### src/rtl/clk_div_pkg.sv
// Shared definitions for the sample-clock divider controller:
// FSM state encoding and the reset-default divider setting.
package clk_div_pkg;

  // 64 MHz / 125 ~= 512 kHz; high for 62 of the 125 input cycles.
  localparam int DEF_DIV  = 125;
  localparam int DEF_HIGH = 62;

  typedef enum logic [1:0] {
    ST_IDLE     = 2'd0,
    ST_RUN      = 2'd1,
    ST_STOPPING = 2'd2
  } state_e;

endpackage

### src/rtl/clk_div_cfg_check.sv
// Combinational legality check for a divider config.
// A config is usable when the period is at least two input cycles and
// both the high and the low phase last at least one cycle.
module clk_div_cfg_check #(
  parameter int CNT_W = 16
) (
  input  logic [CNT_W-1:0] div,
  input  logic [CNT_W-1:0] high,
  output logic             ok
);

  // high < div is the same as high <= div-1 without the underflow at div=0.
  always_comb begin
    ok = (div >= CNT_W'(2)) && (high >= CNT_W'(1)) && (high < div);
  end

endmodule

### src/rtl/clk_div_sched_ctrl.sv
// Run-time controller for the system clock divider.
// Derives clk_out from clk_in with a programmable divisor/high-time,
// takes new settings over a valid/ready handshake and swaps them in only
// at period boundaries, so every output period is entirely old or new.
//
// Config handshake: a config transfers on a clk_in edge where cfg_valid
// and cfg_ready are both high. An illegal config is dropped and answered
// with a one-cycle cfg_err; a legal one is held as pending, which drops
// cfg_ready until it becomes active (cfg_applied). Offers made while
// cfg_ready is low are not transfers and are ignored without an error.
module clk_div_sched_ctrl #(
  parameter int CNT_W    = 16,
  parameter int DEF_DIV  = clk_div_pkg::DEF_DIV,
  parameter int DEF_HIGH = clk_div_pkg::DEF_HIGH
) (
  input  logic             clk_in,
  input  logic             rst_n,
  input  logic             en,
  input  logic             cfg_valid,
  output logic             cfg_ready,
  input  logic [CNT_W-1:0] cfg_div,
  input  logic [CNT_W-1:0] cfg_high,
  output logic             cfg_err,
  output logic             cfg_applied,
  output logic             clk_out,
  output logic             tick,
  output logic             running,
  output logic [15:0]      period_cnt,
  output logic [1:0]       dbg_state
);

  import clk_div_pkg::*;

  state_e           state_q, state_d;
  logic [CNT_W-1:0] cnt_q, cnt_d;
  logic [CNT_W-1:0] div_q, div_d;
  logic [CNT_W-1:0] high_q, high_d;
  logic             pend_v_q, pend_v_d;
  logic [CNT_W-1:0] pend_div_q, pend_div_d;
  logic [CNT_W-1:0] pend_high_q, pend_high_d;
  logic             clk_out_q, clk_out_d;
  logic             tick_q, tick_d;
  logic             running_q, running_d;
  logic [15:0]      period_cnt_q, period_cnt_d;
  logic             cfg_err_q, cfg_err_d;
  logic             cfg_applied_q, cfg_applied_d;

  logic cfg_ok;
  logic cfg_fire;
  logic at_last;
  logic in_period;
  logic apply;

  clk_div_cfg_check #(
    .CNT_W (CNT_W)
  ) u_cfg_check (
    .div  (cfg_div),
    .high (cfg_high),
    .ok   (cfg_ok)
  );

  // Next-state logic: FSM, period counter, config registers and the
  // output values for the cycle that follows.
  always_comb begin
    cfg_fire  = cfg_valid && !pend_v_q;
    // >= rather than == keeps the counter bounded even if it ever overshoots.
    at_last   = (cnt_q >= (div_q - CNT_W'(1)));
    in_period = (state_q != ST_IDLE);
    // A pending config only takes over where no period is in flight:
    // while idle, or on the wrap from the last count back to zero.
    apply     = pend_v_q && (!in_period || at_last);

    state_d      = state_q;
    cnt_d        = cnt_q;
    period_cnt_d = period_cnt_q;
    div_d        = div_q;
    high_d       = high_q;
    pend_v_d     = pend_v_q;
    pend_div_d   = pend_div_q;
    pend_high_d  = pend_high_q;

    case (state_q)
      ST_IDLE: begin
        cnt_d = '0;
        if (en) begin
          state_d      = ST_RUN;
          period_cnt_d = 16'd1;
        end
      end
      ST_RUN, ST_STOPPING: begin
        // RUN and STOPPING count identically; they differ only in whether
        // the next boundary starts another period or ends in IDLE.
        if (at_last) begin
          cnt_d = '0;
          if (en) begin
            state_d      = ST_RUN;
            period_cnt_d = period_cnt_q + 16'd1;
          end else begin
            state_d = ST_IDLE;
          end
        end else begin
          cnt_d   = cnt_q + CNT_W'(1);
          state_d = en ? ST_RUN : ST_STOPPING;
        end
      end
      default: begin
        state_d = ST_IDLE;
        cnt_d   = '0;
      end
    endcase

    // apply needs a pending config and a new transfer needs none,
    // so these two never act in the same cycle.
    if (apply) begin
      div_d    = pend_div_q;
      high_d   = pend_high_q;
      pend_v_d = 1'b0;
    end
    if (cfg_fire && cfg_ok) begin
      pend_v_d    = 1'b1;
      pend_div_d  = cfg_div;
      pend_high_d = cfg_high;
    end

    running_d     = (state_d != ST_IDLE);
    tick_d        = running_d && (cnt_d == '0);
    clk_out_d     = running_d && (cnt_d < high_d);
    cfg_err_d     = cfg_fire && !cfg_ok;
    cfg_applied_d = apply;
  end

  // All state and registered outputs; synchronous active-low reset
  // drops any pending config and restores the default divider.
  always_ff @(posedge clk_in) begin
    if (!rst_n) begin
      state_q       <= ST_IDLE;
      cnt_q         <= '0;
      div_q         <= CNT_W'(DEF_DIV);
      high_q        <= CNT_W'(DEF_HIGH);
      pend_v_q      <= 1'b0;
      pend_div_q    <= '0;
      pend_high_q   <= '0;
      clk_out_q     <= 1'b0;
      tick_q        <= 1'b0;
      running_q     <= 1'b0;
      period_cnt_q  <= 16'd0;
      cfg_err_q     <= 1'b0;
      cfg_applied_q <= 1'b0;
    end else begin
      state_q       <= state_d;
      cnt_q         <= cnt_d;
      div_q         <= div_d;
      high_q        <= high_d;
      pend_v_q      <= pend_v_d;
      pend_div_q    <= pend_div_d;
      pend_high_q   <= pend_high_d;
      clk_out_q     <= clk_out_d;
      tick_q        <= tick_d;
      running_q     <= running_d;
      period_cnt_q  <= period_cnt_d;
      cfg_err_q     <= cfg_err_d;
      cfg_applied_q <= cfg_applied_d;
    end
  end

  assign cfg_ready   = !pend_v_q;
  assign cfg_err     = cfg_err_q;
  assign cfg_applied = cfg_applied_q;
  assign clk_out     = clk_out_q;
  assign tick        = tick_q;
  assign running     = running_q;
  assign period_cnt  = period_cnt_q;
  assign dbg_state   = state_q;

endmodule
### config.mk
export PLATFORM = sky130hd
export DESIGN_NAME = clk_div_sched_ctrl
export DESIGN_NICKNAME = d
export VERILOG_FILES = /design/src/rtl/clk_div_pkg.sv /design/src/rtl/clk_div_cfg_check.sv /design/src/rtl/clk_div_sched_ctrl.sv
export SDC_FILE = /design/constraint.sdc
export NUM_CORES = 1
export LEC_CHECK = 0
export CORE_MARGIN = 2
export CORE_UTILIZATION = 35
export CTS_CLUSTER_DIAMETER = 30
export CTS_CLUSTER_SIZE = 30
export DETAILED_ROUTE_END_ITERATION = 7
export GPL_TIMING_DRIVEN = 0
export HOLD_SLACK_MARGIN = 0.12
export PLACE_DENSITY = 0.55
export SKIP_LAST_GASP = 1
export SYNTH_ARGS = -nofsm -noshare
export SYNTH_HDL_FRONTEND = slang
export SYNTH_SLANG_ARGS = --single-unit
export TNS_END_PERCENT = 5
### constraint.sdc
create_clock -name clk_in -period 7.88 [get_ports clk_in]
set_clock_uncertainty 0.15 [all_clocks]
set_input_delay 1.576 -clock clk_in [delete_from_list [all_inputs] [get_ports clk_in]]
set_output_delay 1.576 -clock clk_in [all_outputs]
set_load 0.01 [all_outputs]
After elaboration in Yosys (flattened, before gate mapping)
Cells that the tools add are included.
{"block": "totals", "ff_bits": 104, "latchBits": 0, "mem_bits_rw": 0, "rom_bits": 0, "inputBits": 36, "output_inout_bits": 24, "wordCells": 60, "memories": 0}
{"block": "classes", "n_addsub": 3, "mul": 0, "n_div": 0, "order_cmp": 5, "n_eq_ne": 5, "n_shift": 0, "mux": 14, "bitwise": 0, "reduce_logical": 20}
{"operator": "two-way mux 16 bit", "n": 6}
{"operator": "adder 16 x 1 -> 16 bit (second input constant)", "n": 2}
{"operator": "less-than comparator 16 bit", "n": 2}
{"operator": "case mux 16 bit (2 select lines)", "n": 1}
{"operator": "greater-or-equal comparator 16 x 1 -> 1 bit (second input constant)", "n": 1}
{"operator": "greater-or-equal comparator 16 bit", "n": 1}
{"operator": "greater-or-equal comparator 16 x 2 -> 1 bit (second input constant)", "n": 1}
{"operator": "logical NOT 16 bit", "n": 1}
{"operator": "subtractor 16 x 1 -> 16 bit (second input constant)", "n": 1}
{"operator": "logical AND 1 bit", "n": 8}
{"operator": "nonzero test 2 bit", "n": 4}
{"operator": "two-way mux 2 bit", "n": 3}
{"operator": "inequality test 2 bit (second input constant)", "n": 3}
{"operator": "case mux 2 bit (2 select lines)", "n": 1}
{"operator": "AND reduction 4 bit", "n": 1}
{"operator": "logical NOT 1 bit", "n": 3}
{"operator": "two-way mux 1 bit", "n": 3}
{"operator": "equality test 2 x 1 -> 1 bit (second input constant)", "n": 1}
{"operator": "equality test 2 bit (second input constant)", "n": 1}
{"operator": "logical NOT 2 bit", "n": 1}
{"operator": "OR reduction 2 bit", "n": 1}
{"operator": "logical OR 1 bit", "n": 1}

Depth between registers and ports, before layout
{"block": "logic_depth", "word_depth": 7, "mapped_depth": 25, "depth_no_buf": 23}

Cells and area by module
Synthesis repeated with hierarchy kept, for this count alone.
{"block": "hier_totals", "hier_cells": 692, "area_unflattened_um2": 5844.4}
{"module": "clk_div_sched_ctrl", "n_inst": 1, "cells_each": 631, "area_each_um2": 5373.9, "seq_area_each_um2": 2082.0}
{"module": "clk_div_cfg_check", "n_inst": 1, "cells_each": 61, "area_each_um2": 470.5, "seq_area_each_um2": 0.0}

Worst setup path after synthesis
OpenSTA, ideal clock, no wires.
{"block": "synth_timing", "kind": "register to register", "start": "register div_q[2]", "end": "register clk_out_q, in the netlist clk_out", "setup_time_ns": 0.058, "arrival_time_ns": 4.600, "t_required_ns": 7.672, "path_slack_ns": 3.072, "stages_incl_launch_ff": 24, "n_path_buf": 2, "synth_period_minus_slack_ns": 4.808, "cell_sequence": "dfxtp_1 > nor2_1 > nand3_1 > nor4_1 > nand2_1 > or2_2 > nor4_1 > xnor2_1 > ha_1 > and4_1 > nand2_1 > o31a_1 > nand2_1 > buf_2 > buf_1 > nor2_1 > ha_1 > a21oi_1 > o21ai_0 > a221o_1 > a31oi_1 > o21ai_0 > a211oi_1 > o211a_1"}
{"block": "synth_between", "word_cells_on_any_way": 12, "classes_between": "1 x add/sub; 2 x order compare; 5 x mux; 4 x reduce/logical"}
{"item": "from (decl)", "line": "clk_div_sched_ctrl.sv:36", "rtl": "logic [CNT_W-1:0] div_q, div_d;"}
{"item": "from (signal assigned)", "line": "clk_div_sched_ctrl.sv:138", "rtl": "div_q <= CNT_W'(DEF_DIV);"}
{"item": "from (signal assigned)", "line": "clk_div_sched_ctrl.sv:152", "rtl": "div_q <= div_d;"}
{"item": "subtractor 16 x 1 -> 16 bit", "line": "clk_div_sched_ctrl.sv:67", "rtl": "at_last = (cnt_q >= (div_q - CNT_W'(1)));"}
{"item": "greater-or-equal comparator 16 bit", "line": "clk_div_sched_ctrl.sv:67"}
{"item": "two-way mux 16 bit", "line": "clk_div_sched_ctrl.sv:93", "rtl": "if (at_last) begin"}
{"item": "two-way mux 16 bit", "line": "clk_div_sched_ctrl.sv:82", "rtl": "case (state_q)"}
{"item": "named net cnt_d[7]", "line": "clk_div_sched_ctrl.sv:35", "rtl": "logic [CNT_W-1:0] cnt_q, cnt_d;"}
{"item": "less-than comparator 16 bit", "line": "clk_div_sched_ctrl.sv:127", "rtl": "clk_out_d = running_d && (cnt_d < high_d);"}
{"item": "logical AND 1 bit", "line": "clk_div_sched_ctrl.sv:127"}
{"item": "to (signal assigned)", "line": "clk_div_sched_ctrl.sv:157", "rtl": "clk_out_q <= clk_out_d;"}
{"item": "to (decl)", "line": "clk_div_sched_ctrl.sv:41", "rtl": "logic clk_out_q, clk_out_d;"}
The timed path passes the listed nets, and every way through them passes these cells.
A chain may end at the register's enable or synchronous reset.

Worst setup path in the final report
{"block": "layout_timing", "start": "register div_q[0]", "end": "register clk_out_q, in the netlist clk_out"}
Same word-level chain as after synthesis.

==> metrics.cfg <==
[detailed_routing]
initialDrtViolationCount = 183
drtAntennaViolNets = 0
drt_wl_total_mm = 14.5
avgViaCountPerCell = 5.11
drtPass1Iterations = 5
wl_per_cell_um = 15.1
num_vias = 4895
drc_errors = 0

[yosys]
async_flop_share = 0
synth_top_area_share = 0.375
syn_nets = 756
synth_area_leaders = dfxtp_1 37%, ha_1 11%, mux2i_1 6.7%
synth.distinct_cells = 49
synth-edff-count = 0
ys_warn_count = 0
syn_area_per_cell_um2 = 8.31
synth_top_cell_by_area = dfxtp_1
synthesis.area_mm2 = 0.00556
ys_seq_elements = 104
synth-seq-area-share = 0.375
synthFlopType = dfxtp_1
syn-instance-count = 669

[critical_path]
r2r_cells = 24
r2r_end = clk_out
worst-path-max-fanout = 10
cp_data_arrival_time_ns = 5.79
critPathCaptureType = register
path_cells = inv_1 > ha_1 > nand2_1 > nor3_1 > nand2b_1 > nor4_1 > nand2_1 > xor2_1 > ha_1 > and4_1 > nand2_1 > o31a_1 > nand2_1 > buf_2 > buf_1 > nor2_1 > ha_1 > a21oi_1 > o21ai_0 > a221o_1 > a31oi_1 > o21ai_0 > a211oi_1 > o211a_1
cp-start-kind = register
slowest_delay_ns = 0.45
required_ns = 8.02
critPathSlowestCell = nor4_1
cp_common_cell = nand2_1
reg2reg_from = div_q[0]
worstSetupPathType = reg -> reg
rrSetupSlack_ns = 2.23

[grt]
grt.overflow.total = 0
grtUsageTotal = 0.183
grt_pass1_vias = 4899
antenna_found_initial = 0
grt_first_pass_wirelength_mm = 24.2
grt_max_degree = 18

[clock_network]
h-tree-depth = 3
cts_hold_buf = 0
ctsResizeCount = 0
root_buffer = clkbuf_16
clk_pin_slew_ns = 0.07
cts_buffers = 9
post-cts-setup-buffer-count = 0
cts_sinks = 104
cts_buffer_depth = 2
cts_tree = built
clk_latency_ns = 0.35

[pwr]
ir_worst_vdd_mv = 0.132
leakage_nw = 2.74
powerDensity_mw_per_mm2 = 182

[timing]
final.setup.worst_slack_ns = 2.23
finalSetupViolCount = 0
fin_crit_ns = 5.65
rsz0062_at_grt = no
tns_ns = 0
drv_slew = 0
fmax_mhz = 177
hold_viol = 0
hold_ws_ns = 0.312
max_slew_margin = 0.127
worstMarginPinSlew_ns = 1.30
fin_crit_sh = 0.717

[worst_hold_path]
hold_path_depth = 2
min_delay_worst_endpoint = pend_div_q[6]
hold_path.startpoint = pend_div_q[6]
holdCritPathClass = reg -> reg

[floorplan]
coreArea_mm2 = 0.0157
ioPinCount = 60
die-height_um = 130
initial_core_util = 0.354
die_w_um = 130
die_area_mm2 = 0.0169
rows = 46

[cells_and_area]
nNetsFinal = 825
layout_common_cells = 104 x dfxtp_1, 78 x nor2_1, 78 x nand2_1, 58 x clkdlybuf4s50_1, 55 x nand3_1
layout_commonest_cell = dfxtp_1
num_antenna_cells = 0
syn_to_final_growth_pct = 20.6
drive_gt1_frac = 0.0391

[run]
max_cap_viol_count = 0

[placement]
dp.final_hpwl_mm = 12.1
portBuffers = 58
dp_slack_ns = 2.26
gp_congestion = 0.915

[status]
status = complete, no violations

## logic make-up (layout without fill, tap and decap cells)
logic type      after synthesis  count (layout)  synth area share
mux                          38              38            0.0686
simple gates                285             285             0.240
compound gates              106             106             0.114
fa+ha+maj                    51              51             0.115
xor+xnor                     31              31            0.0488
buf+inv                      54             127            0.0389
flops                       104             104             0.375
## how the worst max path moves through the flow
stage | start | endpoint | slack [ns] | cells after the start
2_1_floorplan | div_q[2] | clk_out | 3.07 | 23
3_3_place_gp | div_q[2] | clk_out | 2.34 | 23
3_5_place_dp | div_q[0] | clk_out | 2.26 | 24
4_1_cts | div_q[0] | clk_out | 2.21 | 24
5_1_grt | div_q[0] | clk_out | 1.58 | 24
6_report | div_q[0] | clk_out | 2.23 | 24
## Yosys cell counts (2+ instances only)
cell type and n:
nor3_1 13, o211ai_1 2, or3_1 3, o21ai_0 49
nand2b_1 7, buf_1 4, and3_1 7, a21oi_1 28
a211oi_1 4, buf_2 5, xor2_1 12, or4_1 5
o31ai_1 5, and4_1 4, inv_1 25, o21a_1 2
nand4_1 13, dfxtp_1 104, nand3b_1 2, xnor2_1 19
a21o_1 3, nor2_1 78, nor2b_1 2, clkbuf_1 18
or2_2 2, nand3_1 55, mux2i_1 37, nor4_1 12
a31oi_1 2, ha_1 51, nand2_1 78
## cell type report
class	count	area, um2
multi-input cells	511	3260
flip-flops and latches	104	2080
clock inverters	6	68.8
well taps	216	270
plain buffers	28	119
fillers	1560	9010
clock buffers	9	225
inverters	26	97.6
repair buffers	58	581
## routing by layer
metal	track usage	vias up	part of all wire
li1	-	2494	-
met1	0.223	2257	0.45
met5	0	-	0
met2	0.323	123	0.48
met3	0.0361	21	0.045
met4	0.0582	0	0.023
## flip-flops by register name, indices dropped and copies added (netlist names)
signal	cells
cfg_applied	1
cfg_err	1
clk_out	1
cnt_q	16
dbg_state	2
div_q	16
high_q	16
pend_div_q	16
pend_high_q	16
pend_v_q	1
period_cnt	16
running	1
tick	1
## critical path: cells and delay by family (launching register included)
kind / cells / cell delay, ns
compound gates: 8 / 1.59
xor+xnor: 1 / 0.19
fa+ha+maj: 3 / 0.82
buf+inv: 3 / 0.73
flops: 1 / 0.32
simple gates: 9 / 1.79
## power breakdown
part	switching, mW	total (mW)	internal, mW
registers	0.0192	0.572	0.552
logic	0.118	0.200	0.0817
clock network	0.200	0.447	0.247
## stage by stage
step	utilization	total power, mW	std cells	cell area [um2]
finish	0.427	1.22	958	6700
global route	0.427	1.28	958	6700
CTS	0.427	1.23	958	6700
detailed placement	0.408	0.785	943	6410
global placement	0.408	0.779	943	6410
floorplan	-	0.702	669	5560
Power figures use the tool's default switching activity.
